**config.mk**
```make
export PLATFORM = sky130hd
export DESIGN_NAME = coletor_medidas
export DESIGN_NICKNAME = d
export VERILOG_FILES = /design/src/rtl/coletor_pkg.sv /design/src/rtl/contador_limite.sv /design/src/rtl/coletor_medidas.sv
export SDC_FILE = /design/constraint.sdc
export NUM_CORES = 1
export LEC_CHECK = 0
export BUFFER_PORTS_ARGS = -buffer_cell sky130_fd_sc_hd__clkbuf_2
export CAP_MARGIN = 0
export CORE_UTILIZATION = 50
export DETAILED_ROUTE_END_ITERATION = 16
export PLACE_DENSITY = 0.73
export SYNTH_ARGS = -nofsm -noshare
export SYNTH_HDL_FRONTEND = slang
export SYNTH_SLANG_ARGS = --single-unit
```
**constraint.sdc**
```tcl
create_clock -name clock -period 6.29 [get_ports clock]
set_clock_uncertainty 0.15 [all_clocks]
set_input_delay 1.258 -clock clock [delete_from_list [all_inputs] [get_ports clock]]
set_output_delay 1.258 -clock clock [all_outputs]
set_load 0.01 [all_outputs]
```
**src/rtl/coletor_pkg.sv**
```systemverilog
// Shared definitions for the three-reading measurement collector.
`default_nettype none

package coletor_pkg;

    typedef enum logic [2:0] {
        OCIOSO      = 3'd0,
        DISPARA     = 3'd1,
        ESPERA      = 3'd2,
        PAUSA       = 3'd3,
        ENTREGA     = 3'd4,
        AGUARDA_FIM = 3'd5,
        ERRO        = 3'd6
    } estado_t;

    localparam int             IDX_W      = 2;
    localparam logic [IDX_W-1:0] ULTIMO_IDX = 2'd2;

endpackage

`default_nettype wire

```
**src/rtl/contador_limite.sv**
```systemverilog
// Clearable up-counter with enable; flags when the count equals a limit.
`default_nettype none

module contador_limite #(
    parameter int WIDTH = 8
) (
    input  logic             clk,
    input  logic             rst_n,
    input  logic             limpar,
    input  logic             habilitar,
    input  logic [WIDTH-1:0] limite,
    output logic             atingiu
);

    logic [WIDTH-1:0] r_contagem;

    always_ff @(posedge clk or negedge rst_n) begin
        if (!rst_n) begin
            r_contagem <= '0;
        end else if (limpar) begin
            r_contagem <= '0;
        end else if (habilitar) begin
            r_contagem <= r_contagem + 1'b1;
        end
    end

    assign atingiu = (r_contagem == limite);

endmodule

`default_nettype wire

```
**src/rtl/coletor_medidas.sv**
```systemverilog
// Takes three spaced sensor readings, then clears and launches the classifier.
`default_nettype none

module coletor_medidas
    import coletor_pkg::*;
#(
    parameter int WIDTH     = 12,
    parameter int INTERVALO = 50000,
    parameter int TIMEOUT   = 1000000
) (
    input  logic             clock,
    input  logic             zera_n,
    input  logic             iniciar_ciclo,
    input  logic             medida_pronto,
    input  logic [WIDTH-1:0] medida_in,
    input  logic             fim_classificacao,
    output logic             medir,
    output logic [WIDTH-1:0] medida1,
    output logic [WIDTH-1:0] medida2,
    output logic [WIDTH-1:0] medida3,
    output logic             zera_classificador,
    output logic             iniciar_classificacao,
    output logic             ocupado,
    output logic             ciclo_concluido,
    output logic             erro_timeout
);

    localparam int MAX_CONT = (TIMEOUT > INTERVALO) ? TIMEOUT : INTERVALO;
    localparam int TW       = $clog2(MAX_CONT + 1);
    localparam logic [TW-1:0] LIM_ESPERA = TW'(TIMEOUT - 1);
    localparam logic [TW-1:0] LIM_PAUSA  = TW'(INTERVALO - 1);

    estado_t          r_estado;
    logic [IDX_W-1:0] r_idx;
    logic             w_limpar;
    logic             w_habilitar;
    logic [TW-1:0]    w_limite;
    logic             w_atingiu;

    // One timer serves both waits; any state change or accepted reading restarts it.
    assign w_habilitar = (r_estado == ESPERA) || (r_estado == PAUSA);
    assign w_limpar    = !w_habilitar || ((r_estado == ESPERA) && medida_pronto);
    assign w_limite    = (r_estado == PAUSA) ? LIM_PAUSA : LIM_ESPERA;

    contador_limite #(
        .WIDTH (TW)
    ) u_timer (
        .clk       (clock),
        .rst_n     (zera_n),
        .limpar    (w_limpar),
        .habilitar (w_habilitar),
        .limite    (w_limite),
        .atingiu   (w_atingiu)
    );

    always_ff @(posedge clock or negedge zera_n) begin
        if (!zera_n) begin
            r_estado              <= OCIOSO;
            r_idx                 <= '0;
            medir                 <= 1'b0;
            medida1               <= '0;
            medida2               <= '0;
            medida3               <= '0;
            zera_classificador    <= 1'b0;
            iniciar_classificacao <= 1'b0;
            ocupado               <= 1'b0;
            ciclo_concluido       <= 1'b0;
            erro_timeout          <= 1'b0;
        end else begin
            medir                 <= 1'b0;
            zera_classificador    <= 1'b0;
            iniciar_classificacao <= 1'b0;
            ciclo_concluido       <= 1'b0;
            case (r_estado)
                OCIOSO: begin
                    if (iniciar_ciclo) begin
                        erro_timeout       <= 1'b0;
                        medida1            <= '0;
                        medida2            <= '0;
                        medida3            <= '0;
                        r_idx              <= '0;
                        zera_classificador <= 1'b1;
                        medir              <= 1'b1;
                        ocupado            <= 1'b1;
                        r_estado           <= DISPARA;
                    end
                end
                DISPARA: r_estado <= ESPERA;
                ESPERA: begin
                    // An accepted reading takes priority over a timeout on the same cycle.
                    if (medida_pronto) begin
                        case (r_idx)
                            2'd0:    medida1 <= medida_in;
                            2'd1:    medida2 <= medida_in;
                            default: medida3 <= medida_in;
                        endcase
                        if (r_idx == ULTIMO_IDX) begin
                            iniciar_classificacao <= 1'b1;
                            r_estado              <= ENTREGA;
                        end else begin
                            r_estado <= PAUSA;
                        end
                    end else if (w_atingiu) begin
                        erro_timeout <= 1'b1;
                        r_estado     <= ERRO;
                    end
                end
                PAUSA: begin
                    if (w_atingiu) begin
                        r_idx    <= r_idx + 1'b1;
                        medir    <= 1'b1;
                        r_estado <= DISPARA;
                    end
                end
                ENTREGA: r_estado <= AGUARDA_FIM;
                AGUARDA_FIM: begin
                    if (fim_classificacao) begin
                        ciclo_concluido <= 1'b1;
                        ocupado         <= 1'b0;
                        r_estado        <= OCIOSO;
                    end
                end
                ERRO: begin
                    ocupado  <= 1'b0;
                    r_estado <= OCIOSO;
                end
                default: begin
                    ocupado  <= 1'b0;
                    r_estado <= OCIOSO;
                end
            endcase
        end
    end

endmodule

`default_nettype wire

```
After elaboration in Yosys (flattened, before gate mapping)

Index checks and enable logic that the tools add are counted.

Latch bits: 0
Memory bits (writable): 0
ROM bits: 0
Flip-flop bits (word level): 67
Output and inout port bits: 42
Logic and storage cells: 90
Input bits: 17
Memories kept: 0

Eq/ne operators: 18
Multiplexer cells: 39
$mul: 0
Divide/modulo/power cells: 0
Shift-type cells: 0
$lt $le $gt $ge: 0
Bitwise logic cells: 1
$add $sub $neg: 2
Reduce and logical (&&, ||, !) cells: 18

Operators with widths:

| kind                  | count |
|---|---|
| $mux 12               | 7 |
| $pmux 12 s2           | 3 |
| $mux 20               | 3 |
| $add 20x1->20 const B | 1 |
| $eq 20x20->1          | 1 |
| $reduce_and 4->1      | 5 |
| $mux 3                | 6 |
| $pmux 3 s6            | 1 |
| $mux 1                | 13 |
| $ne 2x2->1 const B    | 5 |
| $ne 2x1->1 const B    | 4 |
| $eq 3x2->1 const B    | 2 |
| $eq 3x3->1 const B    | 2 |
| $reduce_and 3->1      | 2 |
| $reduce_bool 2->1     | 3 |
| $mux 2                | 2 |
| $pmux 1 s2            | 2 |
| $pmux 2 s2            | 1 |
| $reduce_or 4->1       | 1 |
| $eq 3x1->1 const B    | 1 |
| $logic_not 3->1       | 1 |
| $ne 3x2->1 const B    | 1 |
| $pmux 1 s3            | 1 |
| $add 2x1->2 const B   | 1 |
| 8 further kinds       | 9 |

Depth between registers and ports, before layout

Gate-level depths: netlist (run 1).

Depth after elaboration: 6
Mapped depth: 7
Mapped depth without buffers: 6

Modules after synthesis

From an unflattened synthesis (run 1), not the netlist that was laid out.

Cell total of the unflattened synthesis: 346
Area, all modules: 3,565.9 µm²

Modules (own cells, without submodules):

| module          | cells each | area each (µm²) | instances | sequential area each (µm²) |
|---|---|---|---|---|
| coletor_medidas | 211        | 2,333.5         | 1         | 1,176.1 |
| contador_limite | 135        | 1,232.4         | 1         | 500.5 |

Worst setup path after synthesis (run 1)

No wires, ideal clock.

Kind: input to register
Start point: input iniciar_ciclo
End point: register medida3[10]
Stages on the path: 4
Library setup time: 125 ps
Arrival: 2,395 ps
Setup slack: 3,621 ps
Path buffers: 1
Required time: 6,015 ps
Path through: nor2b_1 > o21ai_0 > clkbuf_1 > mux2_2

Cells in the longest elaborated chain, start to end: 2

Ends and longest elaborated chain:

| element                           | line                  | RTL |
|---|---|---|
| from (decl)                       | coletor_medidas.sv:13 | `input logic iniciar_ciclo,` |
| $ne 2x2->1 (no source line)       | n/a                   |  |
| $reduce_and 4->1 (no source line) | n/a                   |  |
| to (signal assigned)              | coletor_medidas.sv:95 | `default: medida3 <= medida_in;` |
| to (decl)                         | coletor_medidas.sv:20 | `output logic [WIDTH-1:0] medida3,` |

No other way between the ends.
A chain may end at the register's enable or synchronous reset.

Final worst setup path (run 1)

Start point: input iniciar_ciclo
End point: register medida3[0]

Same word-level chain as after synthesis.

==> flow_summary.json, run 1 <==
{
  "postCtsSetupBuffers": 0,
  "rr_startpoint": "r_estado[0]",
  "gp_congestion": 0.792,
  "viasPerCell": 5.45,
  "grt_max_degree": 68,
  "dp_hpwl_microns": 4240,
  "max_freq_mhz": 368,
  "clock-sinks": 67,
  "drt.antenna.violating_nets": 0,
  "syn_inst": 263,
  "powerDensity_mw_per_mm2": 420,
  "avgRoutedWirePerCell_microns": 15.4,
  "startpoint": "iniciar_ciclo",
  "grt_setup_unrepaired": "false",
  "fillCellCount": 467,
  "postCtsHoldBufs": 0,
  "ys_ff_latch": 67,
  "syn_nets": 284,
  "setup_violations": 0,
  "drtPass1Iterations": 10,
  "grt_pass1_vias": 2075,
  "synth.distinct_cells": 41,
  "die_height_microns": 80.2,
  "worst-setup-path-type": "primary input to flop",
  "numCtsBuffers": 9,
  "power_leakage_uw": 0.00183,
  "drive_gt1_frac": 0.361,
  "placed_area_sq_mm": 0.00342,
  "syn_to_final_growth_pct": 19.4,
  "yosys_warnings": 0,
  "route.detailed.drc": 1,
  "status": "finished, violations left",
  "initial_utilization": 0.517,
  "whs_ns": 0.347,
  "cp-start-kind": "primary input",
  "die-area_sq_mm": 0.00644,
  "min_path_cells": 1,
  "rows": 28,
  "dp.cells": 389,
  "vdd_drop_max_v": 0.000220,
  "crit_path_end_kind": "flop",
  "ys_seq_area_frac": 0.548,
  "drt_iter0_drc": 159,
  "post_cts_resized": 0,
  "fin_cells": 405,
  "drv_slew": 0,
  "dieWidth_microns": 80.2,
  "violations": "design-rule violations",
  "grt_pass1_wl_microns": 10100,
  "pin_count": 59,
  "crit_path_max_fanout": 12,
  "fin_nets": 346,
  "n_antenna_cell": 0,
  "mostFrequentLayoutCell": "dfrtp_1",
  "tightest_slew_ns": 1.08,
  "min_to": "u_timer.r_contagem[0]",
  "cap_violations": 0,
  "cts_root_buffer": "clkbuf_8",
  "rr_worst_depth": 3,
  "synth_top_cell_area_share": 0.548,
  "hold_path_class": "flop to flop",
  "slew_headroom": 0.273,
  "htree_levels": 3,
  "period_needed_ns": 2.71,
  "clock_path_buffers": 2,
  "finish.instance_area_sq_mm": 0.00365,
  "hp-start": "u_timer.r_contagem[0]",
  "clkLatencyLatePin_ns": 0.35,
  "netlist_top_cells_area": "dfrtp_1, mux2_2, and3_1, xnor2_1, nor2_1",
  "cp.required_ns": 6.38,
  "finalHoldViolations": 0,
  "synth_area_per_cell_sq_um": 11.6,
  "wirelength_microns": 6250,
  "r2r_slack_ns": 3.65,
  "clkTransAtPathRegs_ns": 0.08,
  "synth_top_cell_by_area": "dfrtp_1",
  "antenna_found_initial": 0,
  "syn_area_sq_mm": 0.00306,
  "overflow": 0,
  "setup_tns_ns": 0,
  "core_area_sq_mm": 0.00592,
  "r2r_end": "medida3[0]",
  "mostFrequentLayoutCells": "dfrtp_1, clkbuf_2, mux2_2",
  "worstPathArrival_ns": 2.80,
  "vias": 2206,
  "grtUsageTotal": 0.213,
  "portBuffers": 58,
  "post-route-period-util": 0.432,
  "cts_tree": "built"
}
-- final cells by class --
type | instances | area, sq um | area share
Inverter | 10 | 37.5 | 0.0103
Sequential cell | 67 | 1680 | 0.459
Multi-Input combinational cell | 176 | 1300 | 0.355
Clock buffer | 11 | 151 | 0.0414
Timing Repair Buffer | 61 | 313 | 0.0856
Tap cell | 75 | 93.8 | 0.0257
Clock inverter | 5 | 85.1 | 0.0233
-- worst max path at each step --
| stage | to | slack [ns] | cells after the start |
|---|---|---|---|
| floorplan | medida3[10] | 3.62 | 4 |
| global placement | medida3[5] | 3.27 | 4 |
| detailed placement | medida3[8] | 3.25 | 4 |
| CTS | medida3[0] | 3.58 | 4 |
| global route | medida3[0] | 3.46 | 4 |
| finish | medida3[0] | 3.58 | 4 |
-- Yosys cell counts (all sizes together) --
master	count
inv	10
xor2	1
nor3	6
nor4b	1
nand3	8
nor4bb	1
and4b	1
or4b	2
nand4	3
nor2	18
xnor2	10
nor2b	5
nor4	3
or4	6
ha	4
a2bb2oi	2
o211ai	2
clkbuf	6
a31oi	3
a21oi	7
and3	15
mux2i	1
or2b	1
or3	4
mux2	37
buf	4
and2	2
nand2	13
nand3b	2
o31ai	4
nand2b	2
o21ai	10
o2bb2ai	1
dfrtp	67
a22o	1
-- sequential cells by signal, indices dropped and copies added (netlist names) --
register,count
ocupado,1
u_timer.r_contagem,20
medir,1
zera_classificador,1
medida1,12
erro_timeout,1
ciclo_concluido,1
r_idx,2
r_estado,3
iniciar_classificacao,1
medida2,12
medida3,12
-- per-stage QoR --
step / utilization / power (uW) / setup WS (ns)
after detailed placement: 0.577 / 1130 / 3.25
after floorplan: - / 943 / 3.62
after global routing: 0.617 / 1630 / 3.46
after global placement: 0.577 / 1110 / 3.27
after CTS: 0.617 / 1550 / 3.58
final: 0.617 / 1530 / 3.58
-- routing by layer --
metal | global-route usage | share of wire | vias up | routed length [microns]
li1 | - | - | 1068 | -
met1 | 0.277 | 0.46 | 1076 | 2860
met2 | 0.324 | 0.48 | 48 | 2990
met3 | 0.0614 | 0.035 | 14 | 220
met4 | 0.107 | 0.029 | 0 | 180
met5 | 0 | 0 | - | 0
-- kinds of logic after synthesis --
family,after synthesis,synth area share
xor+xnor,11,0.0315
flops,67,0.548
mux,38,0.139
buf+inv,20,0.0282
simple gates,93,0.177
fa+ha+maj,4,0.0164
compound gates,30,0.0601
-- where the power goes --
group          internal [uW]  switching [uW]
clock network            246             170
logic                    228             245
registers                556            88.4
-- worst max-delay path: stages --
cell      delay (ns)
clkbuf_2        0.10
nor2b_1         0.13
o21ai_1         0.87
mux2_2          0.44
Power figures use the tool's default switching activity.
==> run 2, diff against run 1 <==
- CORE_UTILIZATION: 50 -> 49
- PLACE_DENSITY: 0.73 -> 0.75
- clock period: 6.29 -> 2.35 ns (I/O delays scaled with it)
==> flow_summary.json, run 2 (synthesis results as in run 1) <==
{
  "portBuffers": 58,
  "internal_power_uw": 2630,
  "met1_usage": 0.276,
  "drtPass1Iterations": 4,
  "power_frac_seq": 0.427,
  "status": "completed",
  "clock_path_buffers": 2,
  "core_area_sq_mm": 0.00596,
  "cts_tree": "built",
  "gp_congestion": 0.806,
  "dieWidth_microns": 81.0,
  "clkLatencyLatePin_ns": 0.33,
  "syn_to_final_growth_pct": 20.3,
  "finalHoldViolations": 0,
  "n_antenna_cell": 0,
  "tightest_slew_ns": 0.681,
  "fillCellCount": 498,
  "cp-start-kind": "flop",
  "pin_count": 59,
  "final_util": 0.618,
  "overflow": 0,
  "powerDensity_mw_per_mm2": 1080,
  "drt.antenna.violating_nets": 0,
  "cts_root_buffer": "clkbuf_8",
  "p_sw_frac": 0.340,
  "clock-sinks": 67,
  "grt_pass1_vias": 2153,
  "crit_buf_inv": 0,
  "vdd_drop_max_v": 0.000664,
  "clkTransAtPathRegs_ns": 0.07,
  "die-area_sq_mm": 0.00657,
  "drive_gt1_frac": 0.371,
  "p_sw_uw": 1350,
  "avgRoutedWirePerCell_microns": 15.4,
  "drv_slew": 0,
  "power_leakage_uw": 0.00185,
  "crit_path_max_fanout": 7,
  "antenna_found_initial": 0,
  "pwr-share-clk": 0.237,
  "numCtsBuffers": 9,
  "cp_top_family": "simple AND/OR/NAND/NOR gates",
  "drt_iter0_drc": 109,
  "cap_violations": 0,
  "vias": 2288,
  "largest_reg_flops": 20,
  "crit_path_end_kind": "flop",
  "rows": 28,
  "wirelength_microns": 6350,
  "worst-setup-path-type": "flop to flop",
  "period_needed_ns": 2.16,
  "initial_utilization": 0.514,
  "max_freq_mhz": 463,
  "hold_path_class": "primary input to flop",
  "crit_path_frequent_cell": "or4_1",
  "slowest_stage": "or4_1",
  "route.detailed.drc": 0,
  "die_height_microns": 81.0,
  "htree_levels": 3,
  "grtUsageMet3": 0.0461,
  "dp_hpwl_microns": 4480,
  "grt_setup_unrepaired": "false",
  "viasPerCell": 5.55,
  "mostFrequentLayoutCell": "dfrtp_1",
  "grt_max_degree": 40,
  "cp.required_ns": 2.45,
  "power_uw": 3980,
  "largest_register": "u_timer.r_contagem",
  "slew_headroom": 0.546,
  "crit_chain": "nand4_2, or4_1, or4_1, a21oi_1",
  "mostFrequentLayoutCells": "dfrtp_1, clkbuf_2, mux2_2",
  "pwr-share-comb": 0.336,
  "cp_slowest_stage_delay_ns": 0.66,
  "globalRouteMet2Util": 0.321,
  "fin_nets": 353,
  "worstPathArrival_ns": 2.27,
  "grtUsageTotal": 0.207,
  "setup_violations": 0,
  "grt_pass1_wl_microns": 10100,
  "post-route-period-util": 0.920,
  "setup_tns_ns": 0,
  "grt.busiest_layer": "met2"
}
run 2: cell count changes in the layout (fill, tap and decap cells not counted), sizes merged:
cell / before / now
buf: 3 / 9
dlygate4sd3: 0 / 1
bufinv: 2 / 1
inv: 10 / 11
clkbuf: 69 / 68
clkinv: 2 / 3
run 2: power by group through the flow:
stage	sequential (uW)	combinational [uW]	clock, uW
floorplan	1820	709	0
global route	1740	1470	1020
CTS	1700	1350	956
detailed placement	1720	1340	0
finish	1700	1340	942
global placement	1710	1310	0
run 2: worst paths after layout:
| path | startpoint | end | slack [ns] | cells after the start |
|---|---|---|---|---|
| max in group asynchronous | zera_n | medida1[6] | 1.05 | 3 |
| max reg2reg | u_timer.r_contagem[8] | u_timer.r_contagem[19] | 0.19 | 4 |
| min in group asynchronous | zera_n | u_timer.r_contagem[12] | 0.43 | 2 |
| min | fim_classificacao | ciclo_concluido | 0.28 | 2 |
| min reg2reg | u_timer.r_contagem[0] | u_timer.r_contagem[0] | 0.35 | 1 |
| max | u_timer.r_contagem[8] | u_timer.r_contagem[19] | 0.19 | 4 |
run 2: cell type report:
class | instances | area (sq um) | share of cell area
Sequential cell | 67 | 1680 | 0.455
Multi-Input combinational cell | 176 | 1300 | 0.353
Timing Repair Buffer | 68 | 380 | 0.103
Clock buffer | 10 | 128 | 0.0347
Tap cell | 75 | 93.8 | 0.0255
Clock inverter | 6 | 65.1 | 0.0177
Inverter | 10 | 37.5 | 0.0102
run 2: stage by stage:
| step | hold slack, ns | instances | setup WS [ns] | area (sq um) |
|---|---|---|---|---|
| after global placement | 0.256 | 395 | 0.102 | 3480 |
| after global routing | 0.288 | 412 | 0.0739 | 3680 |
| after floorplan | 0.0244 | 263 | 0.261 | 3060 |
| final | 0.279 | 412 | 0.189 | 3680 |
| after detailed placement | 0.259 | 395 | 0.0646 | 3480 |
| after CTS | 0.270 | 412 | 0.0337 | 3680 |
run 2: metal layers:
layer | up-vias | routed length [microns]
met2 | 64 | 3060
met3 | 13 | 253
met5 | - | 0
met1 | 1133 | 2910
met4 | 0 | 126
li1 | 1078 | -
run 2: repair_timing:
action | CTS | global route
hold endpoints to repair | 11 | 0
gates resized for setup | 0 | 1
setup endpoints to repair | 0 | 12
setup buffers | 0 | 0
hold buffers | 1 | 0
==> run 3, diff against run 2 <==
--- a/config.mk
+++ b/config.mk
@@ -12,2 +12,3 @@
 export PLACE_DENSITY = 0.75
+export RECOVER_POWER = 100
 export SYNTH_ARGS = -nofsm -noshare
==> constraint.sdc (replaced) <==
create_clock -name clock -period 2.35 [get_ports clock]
set_clock_uncertainty 0.15 [all_clocks]
set_input_delay 0.1175 -clock clock [delete_from_list [all_inputs] [get_ports clock]]
set_output_delay 0.1175 -clock clock [all_outputs]
set_load 0.01 [all_outputs]
==> flow_summary.json, run 3 (synthesis results as in run 1) <==
{
  "p_sw_uw": 1320,
  "route.detailed.drc": 0,
  "grtUsageTotal": 0.212,
  "largest_register": "u_timer.r_contagem",
  "viasPerCell": 5.54,
  "cp-start-kind": "flop",
  "top_layer_used": "met4",
  "p_sw_frac": 0.334,
  "dieWidth_microns": 81.0,
  "overflow": 0,
  "pwr-share-clk": 0.263,
  "cp.required_ns": 2.45,
  "grt_setup_unrepaired": "false",
  "wl_met2_microns": 3080,
  "max_freq_mhz": 460,
  "drt-met1-wl_microns": 2820,
  "setup_tns_ns": 0,
  "worst-setup-path-type": "flop to flop",
  "wl_met3_microns": 189,
  "wirelength_microns": 6220,
  "slew_headroom": 0.0760,
  "worstPathArrival_ns": 2.28,
  "rows": 28,
  "drv_slew": 0,
  "syn_to_final_growth_pct": 19.5,
  "powerDensity_mw_per_mm2": 1080,
  "clock_path_buffers": 2,
  "pwr-share-comb": 0.308,
  "n_antenna_cell": 0,
  "vias": 2299,
  "mostFrequentLayoutCells": "dfrtp_1, clkbuf_1, mux2_2",
  "drive_gt1_frac": 0.229,
  "finalHoldViolations": 0,
  "postCtsSetupBuffers": 0,
  "vdd_drop_max_v": 0.000687,
  "drt.antenna.violating_nets": 0,
  "portBuffers": 58,
  "fin_nets": 356,
  "setup_violations": 0,
  "period_needed_ns": 2.17,
  "avgRoutedWirePerCell_microns": 15.0,
  "grt_pass1_wl_microns": 10400,
  "core_area_sq_mm": 0.00596,
  "grt_pass1_vias": 2256,
  "cts_tree": "built",
  "clkLatencyLatePin_ns": 0.33,
  "hold_path_class": "primary input to flop",
  "gp_congestion": 0.757,
  "drtPass1Iterations": 4,
  "clock-sinks": 67,
  "pin_count": 59,
  "crit_path_max_fanout": 7,
  "cap_violations": 0,
  "numCtsBuffers": 9,
  "grt_max_degree": 44,
  "cts_root_buffer": "clkbuf_8",
  "largest_reg_flops": 20,
  "htree_levels": 3,
  "internal_power_uw": 2640,
  "initial_utilization": 0.514,
  "tightest_slew_ns": 1.39,
  "post-route-period-util": 0.925,
  "crit_path_end_kind": "flop",
  "dp_hpwl_microns": 4390,
  "die_height_microns": 81.0,
  "antenna_found_initial": 0,
  "power_frac_seq": 0.430,
  "dp_slack_ns": 0.194,
  "die-area_sq_mm": 0.00657,
  "power_leakage_uw": 0.00170,
  "mostFrequentLayoutCell": "dfrtp_1",
  "setup_ws_ns": 0.176,
  "status": "completed",
  "drt_iter0_drc": 93,
  "clkTransAtPathRegs_ns": 0.07
}
run 3: cell count changes in the layout (fill, tap and decap cells not counted), moves of 3 or more:
cell and change:
buf_4 -5, clkbuf_1 +45, clkbuf_2 -41, dlygate4sd3_1 +3
run 3: repair_timing:
action / in CTS / in global routing
hold endpoints to repair: 29 / 0
hold buffers: 4 / 0
gates resized for setup: 0 / 0
endpoints found under the setup margin: 0 / 0
run 3: critical path, stage by stage, from the launching register on:
cell	delay, ns
dfrtp_1	0.47
nand4_1	0.20
or4_1	0.68
or4_1	0.44
a21oi_1	0.15
run 3: worst paths after layout:
check,startpoint,endpoint,slack (ns),cells after the start
worst min register to register,u_timer.r_contagem[0],u_timer.r_contagem[0],0.34,1
min in group asynchronous,zera_n,medida3[0],0.48,2
worst max register to register,u_timer.r_contagem[8],u_timer.r_contagem[19],0.18,4
max in group asynchronous,zera_n,medida1[7],0.71,3
worst max-delay path,u_timer.r_contagem[8],u_timer.r_contagem[19],0.18,4
worst min-delay path,medida_in[3],medida1[3],0.06,3
run 3: layout make-up:
cell class | instances | area [sq um]
Multi-Input combinational cell | 176 | 1290
Sequential cell | 67 | 1680
Inverter | 10 | 37.5
Clock inverter | 6 | 88.8
Timing Repair Buffer | 71 | 342
Fill cell | 505 | 2300
Clock buffer | 10 | 128
Tap cell | 75 | 93.8
run 3: metrics by stage:
step	total power, uW	hold slack, ns	util	cell area [sq um]	instances
detailed placement	3050	0.0239	0.584	3480	395
global route	4240	0.0505	0.614	3660	415
CTS	4100	0.0454	0.627	3730	415
floorplan	2520	-0.328	-	3060	263
finish	3960	0.0564	0.614	3660	415
global placement	3010	0.0209	0.584	3480	395
run 3: per-layer routing:
layer,GRT usage,vias up
li1,-,1097
met1,0.270,1139
met2,0.337,49
met3,0.0404,14
met4,0.120,0
met5,0,-
run 3: power groups by stage:
stage | logic (uW) | registers, uW | clock network (uW)
4_1_cts | 1340 | 1710 | 1060
3_5_place_dp | 1330 | 1730 | 0
2_1_floorplan | 709 | 1820 | 0
5_1_grt | 1370 | 1750 | 1120
3_3_place_gp | 1300 | 1710 | 0
6_report | 1220 | 1700 | 1040
